===== config.mk =====
export PLATFORM = sky130hd
export DESIGN_NAME = delay_ch_array
export DESIGN_NICKNAME = d
export VERILOG_FILES = /design/src/rtl/delay_gen_pkg.sv /design/src/rtl/delay_ch_fsm.sv /design/src/rtl/delay_ch_array.sv
export SDC_FILE = /design/constraint.sdc
export NUM_CORES = 1
export LEC_CHECK = 0
export CAP_MARGIN = 25
export CORE_UTILIZATION = 50
export CTS_CLUSTER_DIAMETER = 30
export DETAILED_ROUTE_END_ITERATION = 6
export GPL_ROUTABILITY_DRIVEN = 0
export HOLD_SLACK_MARGIN = 0.05
export PLACE_DENSITY = 0.72
export REMOVE_ABC_BUFFERS = 1
export SLEW_MARGIN = 5
export SYNTH_ARGS = -nofsm -noshare
export SYNTH_HDL_FRONTEND = slang
export SYNTH_SLANG_ARGS = --single-unit

===== constraint.sdc =====
create_clock -name i_clk -period 11.48 [get_ports i_clk]
set_input_delay 2.296 -clock i_clk [delete_from_list [all_inputs] [get_ports i_clk]]
set_output_delay 2.296 -clock i_clk [all_outputs]
set_load 0.02 [all_outputs]

===== src/rtl/delay_gen_pkg.sv =====
// Shared types and constants for the GVIZI delay-signal channel array.
// The optional overrun event counter is controlled by DELAY_OVR_CNT_EN.
package delay_gen_pkg;

    typedef enum logic [1:0] {
        IDLE  = 2'd0,
        DELAY = 2'd1,
        PULSE = 2'd2
    } ch_state_e;

    typedef enum logic {
        MODE_GZI = 1'b0,
        MODE_GVI = 1'b1
    } mode_e;

    localparam int OVR_CNT_W = 8;

    // Saturating increment used by the per-channel overrun event counter.
    function automatic logic [OVR_CNT_W-1:0] ovr_sat_inc(input logic [OVR_CNT_W-1:0] v);
        return (v == {OVR_CNT_W{1'b1}}) ? v : v + OVR_CNT_W'(1);
    endfunction

endpackage


===== src/rtl/delay_ch_fsm.sv =====
// One delay/pulse channel: config latches, IDLE/DELAY/PULSE FSM, counter and feedback synchroniser.
// With DELAY_OVR_CNT_EN defined, a saturating overrun event counter is added (o_ovr_cnt).
module delay_ch_fsm
    import delay_gen_pkg::*;
#(
    parameter int CNT_W  = 16,
    parameter int SYNC_N = 2
) (
    input  logic                 i_clk,
    input  logic                 i_rst,
    input  logic                 i_start_p,
    input  logic                 i_ch_en,
    input  logic                 i_mode,
    input  logic [CNT_W-1:0]     i_delay,
    input  logic [CNT_W-1:0]     i_width,
    input  logic                 i_abort,
    input  logic                 i_gzi_fb,
    output logic                 o_out,
    output logic                 o_overrun,
`ifdef DELAY_OVR_CNT_EN
    output logic [OVR_CNT_W-1:0] o_ovr_cnt,
`endif
    output ch_state_e            o_state
);

    ch_state_e          state_q, state_d;
    logic [CNT_W-1:0]   cnt_q, cnt_d;
    logic [CNT_W-1:0]   delay_q, delay_d;
    logic [CNT_W-1:0]   width_q, width_d;
    mode_e              mode_q, mode_d;
    logic               out_q, out_d;
    logic               ovr_q;
    logic               ovr_hit;
    logic [SYNC_N-1:0]  fb_sync_q;
    logic               fb_low;
    logic [CNT_W-1:0]   gvi_width;
    logic               pulse_done;

    assign fb_low    = ~fb_sync_q[SYNC_N-1];
    assign gvi_width = (width_q == '0) ? CNT_W'(1) : width_q;

    // GZI ends on synced feedback low or on the optional timeout (width 0 = wait forever).
    always_comb begin
        pulse_done = 1'b0;
        if (mode_q == MODE_GVI) begin
            pulse_done = (cnt_q == gvi_width - CNT_W'(1));
        end else begin
            pulse_done = fb_low || ((width_q != '0) && (cnt_q == width_q - CNT_W'(1)));
        end
    end

    always_comb begin
        state_d = state_q;
        cnt_d   = cnt_q;
        delay_d = delay_q;
        width_d = width_q;
        mode_d  = mode_q;
        out_d   = out_q;
        ovr_hit = 1'b0;
        if (i_abort) begin
            state_d = IDLE;
            cnt_d   = '0;
            out_d   = 1'b0;
        end else begin
            case (state_q)
                IDLE: begin
                    if (i_start_p && i_ch_en) begin
                        delay_d = i_delay;
                        width_d = i_width;
                        mode_d  = mode_e'(i_mode);
                        cnt_d   = '0;
                        state_d = DELAY;
                    end
                end
                DELAY: begin
                    ovr_hit = i_start_p;
                    if (cnt_q == delay_q) begin
                        cnt_d   = '0;
                        out_d   = 1'b1;
                        state_d = PULSE;
                    end else begin
                        cnt_d = cnt_q + CNT_W'(1);
                    end
                end
                PULSE: begin
                    ovr_hit = i_start_p;
                    if (pulse_done) begin
                        cnt_d   = '0;
                        out_d   = 1'b0;
                        state_d = IDLE;
                    end else begin
                        cnt_d = cnt_q + CNT_W'(1);
                    end
                end
                default: begin
                    cnt_d   = '0;
                    out_d   = 1'b0;
                    state_d = IDLE;
                end
            endcase
        end
    end

    always_ff @(posedge i_clk) begin
        if (i_rst) begin
            state_q   <= IDLE;
            cnt_q     <= '0;
            delay_q   <= '0;
            width_q   <= '0;
            mode_q    <= MODE_GZI;
            out_q     <= 1'b0;
            ovr_q     <= 1'b0;
            fb_sync_q <= '0;
        end else begin
            state_q   <= state_d;
            cnt_q     <= cnt_d;
            delay_q   <= delay_d;
            width_q   <= width_d;
            mode_q    <= mode_d;
            out_q     <= out_d;
            ovr_q     <= ovr_q | ovr_hit;
            fb_sync_q <= {fb_sync_q[SYNC_N-2:0], i_gzi_fb};
        end
    end

`ifdef DELAY_OVR_CNT_EN
    logic [OVR_CNT_W-1:0] ovr_cnt_q;

    always_ff @(posedge i_clk) begin
        if (i_rst) begin
            ovr_cnt_q <= '0;
        end else if (ovr_hit) begin
            ovr_cnt_q <= ovr_sat_inc(ovr_cnt_q);
        end
    end

    assign o_ovr_cnt = ovr_cnt_q;
`endif

    assign o_out     = out_q;
    assign o_overrun = ovr_q;
    assign o_state   = state_q;

endmodule


===== src/rtl/delay_ch_array.sv =====
// N-channel programmable delay/pulse generator: shared start synchroniser and edge detector,
// per-channel delay_ch_fsm instances. DELAY_OVR_CNT_EN adds the o_ovr_cnt port.
module delay_ch_array
    import delay_gen_pkg::*;
#(
    parameter int N_CH   = 4,
    parameter int CNT_W  = 16,
    parameter int SYNC_N = 2
) (
    input  logic                        i_clk,
    input  logic                        i_rst,
    input  logic                        i_start,
    input  logic [N_CH-1:0]             i_ch_en,
    input  logic [N_CH-1:0]             i_mode,
    input  logic [N_CH*CNT_W-1:0]       i_delay,
    input  logic [N_CH*CNT_W-1:0]       i_width,
    input  logic [N_CH-1:0]             i_abort,
    input  logic [N_CH-1:0]             i_gzi_fb,
    output logic [N_CH-1:0]             o_out,
    output logic [N_CH-1:0]             o_busy,
`ifdef DELAY_OVR_CNT_EN
    output logic [N_CH*OVR_CNT_W-1:0]   o_ovr_cnt,
`endif
    output logic [N_CH-1:0]             o_overrun
);

    logic [SYNC_N-1:0] start_sync_q;
    logic              start_s_q;
    logic              start_p;
    ch_state_e         ch_state [N_CH];

    always_ff @(posedge i_clk) begin
        if (i_rst) begin
            start_sync_q <= '0;
            start_s_q    <= 1'b0;
        end else begin
            start_sync_q <= {start_sync_q[SYNC_N-2:0], i_start};
            start_s_q    <= start_sync_q[SYNC_N-1];
        end
    end

    // One-clock launch strobe on the synchronised rising edge of the shared trigger.
    assign start_p = start_sync_q[SYNC_N-1] & ~start_s_q;

    for (genvar k = 0; k < N_CH; k++) begin : g_ch
        delay_ch_fsm #(
            .CNT_W  (CNT_W),
            .SYNC_N (SYNC_N)
        ) u_ch (
            .i_clk     (i_clk),
            .i_rst     (i_rst),
            .i_start_p (start_p),
            .i_ch_en   (i_ch_en[k]),
            .i_mode    (i_mode[k]),
            .i_delay   (i_delay[k*CNT_W +: CNT_W]),
            .i_width   (i_width[k*CNT_W +: CNT_W]),
            .i_abort   (i_abort[k]),
            .i_gzi_fb  (i_gzi_fb[k]),
            .o_out     (o_out[k]),
            .o_overrun (o_overrun[k]),
`ifdef DELAY_OVR_CNT_EN
            .o_ovr_cnt (o_ovr_cnt[k*OVR_CNT_W +: OVR_CNT_W]),
`endif
            .o_state   (ch_state[k])
        );

        assign o_busy[k] = (ch_state[k] != IDLE);
    end

endmodule

==> metrics.txt <==
Startpoint Class=register; Worst setup EP type=register; fin crit share=0.442; Num CTS Buffers=54; I/O Pins=around 160; Placed Area=between 15000 and 20000 sq um; H-Tree Depth=2; row count=61; Crit path largest cell delay=800 ps; clk slew on worst S/H paths=about 50 ps; CTS Root Cell=clkbuf_16; Initial Util=0.510; Peak VDD IR=0.0984 mV; layout cells sized above 1=0.0832; Arr. time, crit path=approximately 5500 ps; synth warn=0; clk_lat worst skew=~560 ps; final wirelength=37700 microns; Synth cell types=94; Mapped Area=~14000 sq um; Post-synth EDFFs=0; vias in the first global route=12600; unrepaired setup endpoints after global routing=no; First-pass DRT Iterations=6; post-CTS sizing=0; DR DRC count=0; Total Routing Usage GR=0.256; GR Overflow Total=0; CTS Hold Bufs=0; total of max-cap violations=0; Nets=roughly 2100; top_reg_cell synth=dfxtp_1; HP Class=reg -> reg; routed via count=13600; Max Buffers Root-to-Sink=3; Fmax=197 MHz; post-layout instance area=17700 sq um; WS Path Type=reg -> reg; Worst Path Required=11920 ps; # diodes=0; post-CTS setup buffers=0; slowest CP cell=nor3b_1; Leak=6.55 nW; Most common cell on crit path=ha_1; Fillers=2451; Die H=171 microns; global-route wire length before repair=just over 60000 microns; Slew HR=0.350; CP max FO=28; worst slew pin tran=972 ps; Hold Path Depth=1; synthesis-to-finish area growth=24.2%; Avg Cell Area, Syn=7.61 sq um; Final ANT Viol Nets=0; Detailed Place HPWL=26300 microns; PwrDens=148 nW/um^2; cells along the critical path=inv_1 -> ha_1 -> or4b_4 -> or3_4 -> nand2_1 -> ha_1 -> nor3b_1 -> mux2_2 -> mux2i_1 -> a32oi_1 -> a221oi_2 -> nand4_1 -> o211a_1 -> a31o_1 -> mux2_4; Fin. Hold Viols=0; Synth async-reset ratio=0; critical path depth=15; status=finished, final reports clean; Avg Vias per Cell=5.78; multi-input logic area=8920 sq um; routed len/inst=between 15 and 20 microns; core area=27900 sq um; Min Hold Slack=436 ps; TNS Setup=0 ps; WP buf/inv=1; Cells after Synth=1873; Die X=171 microns; Slew Viols, Final=0; CP top delay family=simple AND/OR/NAND/NOR gates; register area=between 4000 and 5000 sq um; Worst Reg-to-Reg Cells=15; clock period minus final worst setup slack=just over 5000 ps; Iter 0 DRT Violations=1044; setup violators final=0; CTS tree=built; initial antenna violation count=0; die area=just under 30000 sq um; IO buf count=158; register area share after synthesis=0.313; Synth Register Bits=approximately 220; pin count of the biggest net entering global routing=92; CTS Sinks=roughly 220; Final Skew=approximately 15 ps
-- metrics by stage --
stage / setup slack (ps) / cells / power [mW] / utilization
5_1_grt: 6160 / 2349 / 2.71 / 0.634
4_1_cts: 6520 / 2347 / 2.64 / 0.633
3_3_place_gp: 6280 / 2243 / 1.02 / 0.560
3_5_place_dp: 6240 / 2247 / 1.03 / 0.563
6_report: 6400 / 2349 / 2.62 / 0.634
2_1_floorplan: 7230 / 1698 / 0.932 / -
-- synth_stat cells, types with 28 or more instances --
library cell / count / share of area
nand4_1: 46 / 0.020
xnor2_1: 113 / 0.069
o21ai_0: 39 / 0.014
nand3_1: 45 / 0.016
clkbuf_1: 136 / 0.036
dfxtp_1: 223 / 0.31
nor3_1: 33 / 0.012
nor2_1: 84 / 0.022
and3_1: 39 / 0.017
inv_1: 35 / 0.0092
a21oi_1: 182 / 0.064
ha_1: 28 / 0.025
xor2_1: 57 / 0.035
a31oi_1: 42 / 0.018
nand2_1: 361 / 0.095
-- state kept, by name (all words and copies together) (netlist names) --
register and flops:
g_ch.u_ch.cnt_q 64, g_ch.u_ch.delay_q 64, g_ch.u_ch.fb_sync_q 8, g_ch.u_ch.mode_q 4, g_ch.u_ch.o_out 4, g_ch.u_ch.o_overrun 4
g_ch.u_ch.o_state 8, g_ch.u_ch.width_q 64, start_s_q 1, start_sync_q 2
-- layout by cell type, fill, tap and decap left out, types with 45 or more instances in the layout --
cell type | Yosys | layout
xor2_1 | 57 | 57
nor2_1 | 84 | 84
a21oi_1 | 182 | 182
clkbuf_16 | 0 | 55
dfxtp_1 | 223 | 223
nand3_1 | 45 | 45
xnor2_1 | 113 | 113
nand4_1 | 46 | 46
nand2_1 | 361 | 361
clkdlybuf4s50_1 | 0 | 157
-- report_power, final --
part           total [mW]  switching, mW  internal [mW]
Clock                1.61          0.510           1.10
Sequential          0.793        0.00921          0.784
Combinational       0.223          0.109          0.114
Total                2.62          0.628           2.00
-- kinds of logic after synthesis --
group           count (synthesis)  synth area share
simple gates                  796             0.282
compound gates                416             0.188
flops                         223             0.313
buf+inv                       210            0.0613
xor+xnor                      175             0.112
fa+ha+maj                      28            0.0246
mux                            25            0.0183
-- layer usage --
layer	GRT usage	routed length [microns]	up-vias	share of wire
met5	0	0	-	0
met4	0.0967	1060	0	0.028
met3	0.0359	2400	86	0.064
met2	0.415	17200	475	0.46
met1	0.344	17000	6297	0.45
li1	-	-	6719	-
-- final timing paths --
kind / start / to / slack (ps)
setup reg to reg: g_ch[3].u_ch.width_q[0] / g_ch[3].u_ch.cnt_q[6] / 6400
setup / recovery: g_ch[3].u_ch.width_q[0] / g_ch[3].u_ch.cnt_q[6] / 6400
hold / removal: g_ch[3].u_ch.fb_sync_q[0] / g_ch[3].u_ch.fb_sync_q[1] / 440
hold reg to reg: g_ch[3].u_ch.fb_sync_q[0] / g_ch[3].u_ch.fb_sync_q[1] / 440
-- layout make-up --
class | count | area share
Clock buffer | 57 | 0.0793
Clock inverter | 43 | 0.0312
Inverter | 35 | 0.00742
Multi-Input combinational cell | 1440 | 0.504
Sequential cell | 223 | 0.252
Tap cell | 378 | 0.0267
Timing Repair Buffer | 173 | 0.0995
-- worst reg2reg max path, stage by stage (launching register included) --
cell,delay (ps)
dfxtp_1,390
inv_1,90
ha_1,250
or4b_4,530
or3_4,450
nand2_1,80
ha_1,160
nor3b_1,800
mux2_2,420
mux2i_1,160
a32oi_1,90
a221oi_2,210
nand4_1,130
o211a_1,570
a31o_1,370
mux2_4,250
Power figures use the tool's default switching activity.
